$ cat src/rtl/t03_pixel_compositor.sv
// t03_pixel_compositor
// Merges NUM_LAYERS sprite layers, a text layer and a region-based background
// into one color per pixel through a two-stage pipeline. It also hides
// blink-enabled layers on alternate blink half-periods and reports per-layer
// sprite overlap once per frame.
//
// Ports:
//   clk, nrst          system clock, asynchronous active-low reset
//   pix_valid          current Hcnt/Vcnt/layer inputs are a visible pixel
//   Hcnt, Vcnt         timing counters (CNT_W bits)
//   frame_start        one-cycle pulse at the start of each frame
//   layer_pix          packed layer colors; layer i at [i*COLOR_W +: COLOR_W], 0 = transparent
//   layer_blink        per-layer blink enable
//   text_sprite        text glyph mask; non-zero = text pixel on
//   text_color         color used for text pixels
//   color_out          composited color, 2 cycles after the inputs
//   pix_valid_out      pix_valid aligned with color_out
//   collision          per-layer overlap flags latched at the last frame_start
//   blink_phase        1 = blink-enabled layers are hidden
module t03_pixel_compositor #(
  parameter int          NUM_LAYERS   = 4,
  parameter int          COLOR_W      = 8,
  parameter int          CNT_W        = 11,
  parameter int          X_MIN        = 37,
  parameter int          X_MAX        = 600,
  parameter int          Y_MIN        = 29,
  parameter int          Y_SPLIT      = 600,
  parameter int          Y_MAX        = 800,
  parameter int unsigned BG_PLAY      = 8'b01010111,
  parameter int unsigned BG_FLOOR     = 8'b00010100,
  parameter int          BLINK_FRAMES = 30
) (
  input  logic                          clk,
  input  logic                          nrst,
  input  logic                          pix_valid,
  input  logic [CNT_W-1:0]              Hcnt,
  input  logic [CNT_W-1:0]              Vcnt,
  input  logic                          frame_start,
  input  logic [NUM_LAYERS*COLOR_W-1:0] layer_pix,
  input  logic [NUM_LAYERS-1:0]         layer_blink,
  input  logic [COLOR_W-1:0]            text_sprite,
  input  logic [COLOR_W-1:0]            text_color,
  output logic [COLOR_W-1:0]            color_out,
  output logic                          pix_valid_out,
  output logic [NUM_LAYERS-1:0]         collision,
  output logic                          blink_phase
);

  localparam int BLINK_W = (BLINK_FRAMES > 1) ? $clog2(BLINK_FRAMES) : 1;
  localparam logic [BLINK_W-1:0] BLINK_LAST = BLINK_W'(BLINK_FRAMES - 1);

  localparam logic [CNT_W-1:0] X_MIN_C   = CNT_W'(X_MIN);
  localparam logic [CNT_W-1:0] X_MAX_C   = CNT_W'(X_MAX);
  localparam logic [CNT_W-1:0] Y_MIN_C   = CNT_W'(Y_MIN);
  localparam logic [CNT_W-1:0] Y_SPLIT_C = CNT_W'(Y_SPLIT);
  localparam logic [CNT_W-1:0] Y_MAX_C   = CNT_W'(Y_MAX);
  localparam logic [COLOR_W-1:0] BG_PLAY_C  = COLOR_W'(BG_PLAY);
  localparam logic [COLOR_W-1:0] BG_FLOOR_C = COLOR_W'(BG_FLOOR);

  // stage 0 (combinational on the inputs)
  logic [NUM_LAYERS-1:0] opaque;
  logic [COLOR_W-1:0]    layer_sel;
  logic [COLOR_W-1:0]    bg_color;
  logic                  in_x;
  logic                  multi_hit;
  logic [NUM_LAYERS-1:0] hit;

  // Walk from the lowest priority upward so the lowest-index opaque layer
  // is the last one to overwrite layer_sel.
  always_comb begin
    opaque    = '0;
    layer_sel = '0;
    for (int i = NUM_LAYERS - 1; i >= 0; i--) begin
      opaque[i] = (|layer_pix[i*COLOR_W +: COLOR_W]) && !(blink_phase && layer_blink[i]);
      if (opaque[i]) layer_sel = layer_pix[i*COLOR_W +: COLOR_W];
    end
  end

  always_comb begin
    bg_color = '0;
    in_x     = (Hcnt > X_MIN_C) && (Hcnt < X_MAX_C);
    if (in_x) begin
      if ((Vcnt > Y_MIN_C) && (Vcnt < Y_SPLIT_C))      bg_color = BG_PLAY_C;
      else if ((Vcnt >= Y_SPLIT_C) && (Vcnt < Y_MAX_C)) bg_color = BG_FLOOR_C;
    end
  end

  // Clearing the lowest set bit leaves something only if two or more are set.
  assign multi_hit = |(opaque & (opaque - NUM_LAYERS'(1)));
  assign hit       = (pix_valid && multi_hit) ? opaque : '0;

  // stage 1 registers
  logic                  s1_valid;
  logic [NUM_LAYERS-1:0] s1_opaque;
  logic [COLOR_W-1:0]    s1_layer;
  logic                  s1_text_on;
  logic [COLOR_W-1:0]    s1_text_color;
  logic [COLOR_W-1:0]    s1_bg;

  always_ff @(posedge clk or negedge nrst) begin
    if (!nrst) begin
      s1_valid      <= 1'b0;
      s1_opaque     <= '0;
      s1_layer      <= '0;
      s1_text_on    <= 1'b0;
      s1_text_color <= '0;
      s1_bg         <= '0;
    end else begin
      s1_valid      <= pix_valid;
      s1_opaque     <= opaque;
      s1_layer      <= layer_sel;
      s1_text_on    <= |text_sprite;
      s1_text_color <= text_color;
      s1_bg         <= bg_color;
    end
  end

  // stage 2: final select, blanked for non-visible pixels
  always_ff @(posedge clk or negedge nrst) begin
    if (!nrst) begin
      color_out     <= '0;
      pix_valid_out <= 1'b0;
    end else begin
      pix_valid_out <= s1_valid;
      if (!s1_valid)       color_out <= '0;
      else if (|s1_opaque) color_out <= s1_layer;
      else if (s1_text_on) color_out <= s1_text_color;
      else                 color_out <= s1_bg;
    end
  end

  // Collision accumulator; a hit on the frame_start cycle lands in the
  // latched value, not in the new frame.
  logic [NUM_LAYERS-1:0] coll_acc;

  always_ff @(posedge clk or negedge nrst) begin
    if (!nrst) begin
      coll_acc  <= '0;
      collision <= '0;
    end else if (frame_start) begin
      collision <= coll_acc | hit;
      coll_acc  <= '0;
    end else begin
      coll_acc  <= coll_acc | hit;
    end
  end

  logic [BLINK_W-1:0] blink_cnt;

  always_ff @(posedge clk or negedge nrst) begin
    if (!nrst) begin
      blink_cnt   <= '0;
      blink_phase <= 1'b0;
    end else if (frame_start) begin
      if (blink_cnt == BLINK_LAST) begin
        blink_cnt   <= '0;
        blink_phase <= ~blink_phase;
      end else begin
        blink_cnt   <= blink_cnt + BLINK_W'(1);
      end
    end
  end

endmodule

$ cat config.mk
export PLATFORM = sky130hd
export DESIGN_NAME = t03_pixel_compositor
export DESIGN_NICKNAME = d
export VERILOG_FILES = /design/src/rtl/t03_pixel_compositor.sv
export SDC_FILE = /design/constraint.sdc
export NUM_CORES = 1
export LEC_CHECK = 0
export CORE_ASPECT_RATIO = 1.25
export CORE_MARGIN = 3
export CORE_UTILIZATION = 35
export CTS_CLUSTER_SIZE = 14
export DETAILED_ROUTE_END_ITERATION = 6
export HOLD_SLACK_MARGIN = 0.1
export PLACE_DENSITY = 0.67
export SYNTH_ARGS = -nofsm -noshare
export SYNTH_HDL_FRONTEND = slang
export SYNTH_SLANG_ARGS = --single-unit
$ cat constraint.sdc
create_clock -name clk -period 3.02 [get_ports clk]
set_clock_uncertainty 0.1 [all_clocks]
set_input_delay 0.604 -clock clk [delete_from_list [all_inputs] [get_ports clk]]
set_output_delay 0.604 -clock clk [all_outputs]
set_load 0.02 [all_outputs]
==> impl_metrics.py, run 1 <==
metrics = {
    "run_status": {
        "outcome": "complete, no violations",
    },
    "power_and_ir_drop": {
        "power.leakage_nw": 1.37,
        "cellPowerDensity_nw_per_um2": 558,
        "vdd_ir_drop_max_uv": 258,
    },
    "detailed_routing": {
        "routed_wl_mm": 5.40,
        "antenna_left": 0,
        "wl_per_cell_um": 14.0,
        "drc": 0,
        "drtIter0Drc": 90,
        "drt_first_pass_iters": 4,
        "vias_per_cell": 4.97,
        "vias": 1925,
    },
    "timing": {
        "finalCriticalPeriod_ns": 2.35,
        "finalSetupViolCount": 0,
        "rsz0062_at_grt": "false",
        "tns_ns": 0,
        "slew_viol_final": 0,
        "post-route-period-util_pct": 77.7,
        "hold_viol": 0,
        "timing.slew.headroom_pct": 33.3,
        "holdWs_ns": 0.374,
        "tightest_slew_ns": 0.995,
        "max_freq_ghz": 0.426,
    },
    "finish": {
        "insertedDiodeCount": 0,
        "final_area_um2": 3310,
        "nets": 382,
        "area_delta_synth_final_pct": 47.4,
        "drive_gt1_share_pct": 6.95,
        "fin_cells": 387,
    },
    "floorplan": {
        "ioPinCount": 92,
        "fp-row-count": 32,
        "die_y_um": 95.5,
        "die_w_um": 77.6,
        "start_util_pct": 36.1,
        "fp.dieArea_um2": 7410,
        "core-area_um2": 6210,
    },
    "run": {
        "cap_viol_max_count": 0,
    },
    "yosys": {
        "syn_area_um2": 2240,
        "syn_nets": 294,
        "avgSynthCellArea_um2": 10.5,
        "yosys.area.top_type_share_pct": 52.4,
        "async_flop_share_pct": 100,
        "yosysMostFrequentCell": "dfrtp_1",
        "ys_ff_latch": 47,
        "synth.distinct_cells": 44,
        "yosysSeqAreaShare_pct": 52.4,
        "synth_ff_type": "dfrtp_1",
        "ys_top_cells_by_area": "dfrtp_1 (52%), nand2_1 (6.4%), o22a_1 (3.1%)",
        "synth_edf_count": 0,
        "synth_common_cells": "dfrtp_1 (47), nand2_1 (38), a21oi_1 (11), nor3_1 (11), nor4_1 (9)",
        "synth.yosys.warnings": 0,
        "yosysTopAreaCell": "dfrtp_1",
        "syn_inst": 214,
    },
    "worst_setup_path": {
        "critical_path_buf_inv_count": 1,
        "crit_family": "compound AO/OA/AOI/OAI gates",
        "path_max_fanout": 25,
        "slowest_delay_ns": 0.80,
        "worstSetupEndpointType": "flip-flop",
        "crit_chain": "clkdlybuf4s50_1 -> nand2_2 -> a21boi_2 -> nor3_1 -> o22a_1",
        "startpoint_type": "input port",
        "reg2reg_from": "blink_phase$_DFFE_PN0P_",
        "critPathKind": "input port to flip-flop",
        "r2r_cells": 4,
        "cp_slowest_cell": "a21boi_2",
        "r2r_end": "s1_layer[2]$_DFF_PN0_",
        "cp.required_ns": 3.10,
        "crit_arrival_ns": 2.43,
        "rrSetupSlack_ns": 0.83,
    },
    "clock_tree": {
        "cts_buffer_depth": 2,
        "cts_buffers": 5,
        "cts-resized-gates": 0,
        "ctsHoldBuffers": 0,
        "clock-sinks": 47,
        "clk_latency_ns": 0.29,
        "clkTransAtPathRegs_ns": 0.08,
        "cts_setup_buffers": 0,
        "cts_max_level": 2,
        "cts-root-buf": "clkbuf_8",
        "cts_tree": "yes",
    },
    "global_routing": {
        "antenna_found_initial": 0,
        "grt_pass1_wl_mm": 8.67,
        "grt_max_degree": 48,
        "grt_use_total_pct": 14.8,
        "grt_pass1_vias": 1947,
        "grt.overflow.total": 0,
    },
    "placed_design": {
        "dpl.cell_count": 380,
        "gp_congestion": 0.830,
        "place_hpwl_mm": 4.28,
        "place_area_um2": 3200,
        "portBuffers": 89,
    },
    "min_path": {
        "worstHoldPathType": "input port to asynchronous set/reset pin",
    },
}
sequential cells by signal, indices dropped and copies added (netlist names):
register and cells:
blink_cnt 5, collision 4, s1_text_color 8, s1_text_on 1, s1_opaque 4, color_out 8, blink_phase 1, pix_valid_out 1
coll_acc 4, s1_bg 2, s1_valid 1, s1_layer 8
placed cells by master, fill, tap and decap left out, types with 6 or more instances in the layout:
| cell | n |
|---|---|
| o211ai_1 | 8 |
| dfrtp_1 | 47 |
| nor3_1 | 11 |
| clkdlybuf4s50_1 | 88 |
| inv_1 | 6 |
| nand3_1 | 6 |
| o22a_1 | 8 |
| nor4_1 | 8 |
| a21oi_1 | 11 |
| nand2_1 | 38 |
power by group:
| part | internal [mW] | total (mW) | switching [mW] |
|---|---|---|---|
| registers | 0.744 | 0.827 | 0.0827 |
| clock network | 0.242 | 0.438 | 0.197 |
| logic | 0.290 | 0.579 | 0.289 |
| total | 1.28 | 1.84 | 0.568 |
cell families after synthesis:
group / synth area share (%)
simple gates: 17.3
compound gates: 22.9
flops: 52.4
buf+inv: 3.68
mux: 2.23
fa+ha+maj: 1.12
xor+xnor: 0.390
through the flow:
step	util, %	power [mW]	setup WS (ns)
6_report	53.3	1.84	0.672
2_1_floorplan	-	1.17	1.20
3_5_place_dp	51.6	1.42	0.365
3_3_place_gp	51.6	1.41	0.383
4_1_cts	53.3	1.87	0.682
5_1_grt	53.3	1.96	0.502
how the worst max path moves through the flow:
stage / startpoint / endpoint / slack, ns / depth (start not counted)
floorplan: Hcnt[4] / s1_bg[4]$_DFF_PN0_ / 1.20 / 4
global placement: layer_blink[1] / s1_layer[2]$_DFF_PN0_ / 0.38 / 5
detailed placement: layer_blink[1] / s1_layer[2]$_DFF_PN0_ / 0.37 / 5
CTS: layer_blink[1] / s1_layer[2]$_DFF_PN0_ / 0.68 / 5
global route: layer_pix[11] / s1_layer[1]$_DFF_PN0_ / 0.50 / 5
finish: layer_blink[1] / s1_layer[2]$_DFF_PN0_ / 0.67 / 5
final cells by class:
cell class              instances  area, µm²
clock buffers                   5       68.8
inverters                       7       26.3
well taps                      85        106
flip-flops and latches         47       1180
multi-input cells             150        991
repair buffers                 91        901
fillers                       589       2900
clock inverters                 2       37.5
metal layers:
layer / track usage, % / up-vias / part of all wire (%)
li1: - / 967 / -
met1: 16.4 / 889 / 41
met2: 27.7 / 65 / 53
met3: 3.31 / 4 / 5.5
met4: 5.19 / 0 / 1.2
met5: 0 / - / 0
Note: power is estimated with default switching activity, not from simulation.
==> run 2: changes to the inputs <==
==> constraint.sdc (replaced) <==
create_clock -name clk -period 2.3 [get_ports clk]
set_clock_uncertainty 0.1 [all_clocks]
set_input_delay 0.46 -clock clk [delete_from_list [all_inputs] [get_ports clk]]
set_output_delay 0.46 -clock clk [all_outputs]
set_load 0.02 [all_outputs]
==> impl_metrics.py, run 2 (synthesized netlist as in run 1, its figures left out) <==
metrics = {
    "worst_setup_path": {
        "crit_family": "buffers and inverters",
        "startpoint_type": "flip-flop",
        "cp_slowest_cell": "clkdlybuf4s50_1",
        "worstSetupEndpointType": "primary output",
        "path_max_fanout": 6,
        "crit_chain": "clkdlybuf4s50_1",
        "critPathKind": "flip-flop to primary output",
        "crit_arrival_ns": 1.51,
        "slowest_delay_ns": 0.67,
        "critical_path_buf_inv_count": 1,
        "cp.required_ns": 1.74,
    },
    "clock_tree": {
        "cts-root-buf": "clkbuf_8",
        "clock-sinks": 47,
        "cts_buffers": 5,
        "clkTransAtPathRegs_ns": 0.08,
        "cts_tree": "yes",
        "cts-resized-gates": 0,
        "cts_max_level": 2,
        "cts_buffer_depth": 2,
        "clk_latency_ns": 0.30,
    },
    "detailed_routing": {
        "drt_first_pass_iters": 4,
        "wl_per_cell_um": 13.6,
        "drc": 0,
        "vias": 1932,
        "routed_wl_mm": 5.41,
        "drtIter0Drc": 32,
        "antenna_left": 0,
        "vias_per_cell": 4.87,
    },
    "power_and_ir_drop": {
        "cellPowerDensity_nw_per_um2": 713,
        "power.leakage_nw": 1.42,
        "vdd_ir_drop_max_uv": 402,
    },
    "run": {
        "cap_viol_max_count": 0,
    },
    "timing": {
        "tns_ns": 0,
        "tightest_slew_ns": 0.567,
        "post-route-period-util_pct": 90.0,
        "slew_viol_final": 0,
        "hold_viol": 0,
        "rsz0062_at_grt": "false",
        "finalCriticalPeriod_ns": 2.07,
        "max_freq_ghz": 0.483,
        "finalSetupViolCount": 0,
        "timing.slew.headroom_pct": 62.1,
    },
    "global_routing": {
        "grt_pass1_vias": 2007,
        "grt_max_degree": 26,
        "grt.overflow.total": 0,
        "antenna_found_initial": 0,
        "grt_use_total_pct": 15.7,
        "grt_pass1_wl_mm": 9.06,
    },
    "finish": {
        "utilization_pct": 54.6,
        "nets": 391,
        "final_cell_mix": "clkdlybuf4s50_1 (88), dfrtp_1 (47), nand2_1 (38)",
        "reg_top3": "color_out: 8 flops, s1_layer: 8 flops, s1_text_color: 8 flops",
        "insertedDiodeCount": 0,
        "final_common_cell": "clkdlybuf4s50_1",
        "drive_gt1_share_pct": 9.62,
        "area_delta_synth_final_pct": 51.0,
    },
    "placed_design": {
        "portBuffers": 89,
        "gp_congestion": 0.921,
        "place_hpwl_mm": 4.38,
    },
    "floorplan": {
        "ioPinCount": 92,
        "die_y_um": 95.5,
        "start_util_pct": 36.1,
        "fp-row-count": 32,
        "core-area_um2": 6210,
        "die_w_um": 77.6,
        "fp.dieArea_um2": 7410,
    },
    "min_path": {
        "worstHoldPathType": "flip-flop to flip-flop",
    },
    "run_status": {
        "outcome": "complete, no violations",
    },
}
## run 2: per-layer routing
| metal | global-route usage, % | vias up | part of all wire, % |
|---|---|---|---|
| li1 | - | 987 | - |
| met1 | 18.4 | 879 | 40 |
| met2 | 27.4 | 57 | 52 |
| met3 | 3.59 | 9 | 5.2 |
| met4 | 6.68 | 0 | 2.2 |
| met5 | 0 | - | 0 |
## run 2: area by class of cell
| type | count | area (µm²) |
|---|---|---|
| clock buffer | 7 | 96.3 |
| sequential | 47 | 1180 |
| clock inverter | 1 | 7.51 |
| fill | 588 | 2820 |
| multi-input combinational | 150 | 991 |
| timing repair buffer | 100 | 983 |
| inverter | 7 | 26.3 |
| tap | 85 | 106 |
## run 2: what timing repair did
item,in CTS,in global routing
setup buffers,0,0
endpoints found under the hold margin,19,0
hold buffers,1,0
## run 2: path summary, 6_finish.rpt
path,from,end,slack (ns),cells past startpoint
max in group asynchronous,nrst,s1_bg[4]$_DFF_PN0_,1.01,3
setup reg to reg,blink_phase$_DFFE_PN0P_,s1_layer[6]$_DFF_PN0_,0.54,5
min in group asynchronous,nrst,blink_cnt[3]$_DFFE_PN0P_,0.54,2
setup / recovery,blink_phase$_DFFE_PN0P_,blink_phase,0.23,1
hold reg to reg,s1_layer[6]$_DFF_PN0_,color_out[6]$_DFF_PN0_,0.40,1
hold / removal,s1_layer[6]$_DFF_PN0_,color_out[6]$_DFF_PN0_,0.40,1
## run 2: where the power goes
group	internal (mW)	switching [mW]
combinational	0.415	0.384
clock	0.273	0.260
sequential	0.977	0.108
## run 2: stage by stage
step | worst slack (ns) | std cells | area (µm²) | total power [mW] | hold WS [ns]
after floorplan | 0.608 | 214 | 2240 | 1.53 | 0.0644
after global placement | -0.00872 | 388 | 3270 | 1.89 | 0.333
after detailed placement | -0.0431 | 388 | 3270 | 1.91 | 0.335
after CTS | 0.213 | 397 | 3390 | 2.45 | 0.406
after global routing | 0.176 | 397 | 3390 | 2.58 | 0.429
final | 0.230 | 397 | 3390 | 2.42 | 0.401
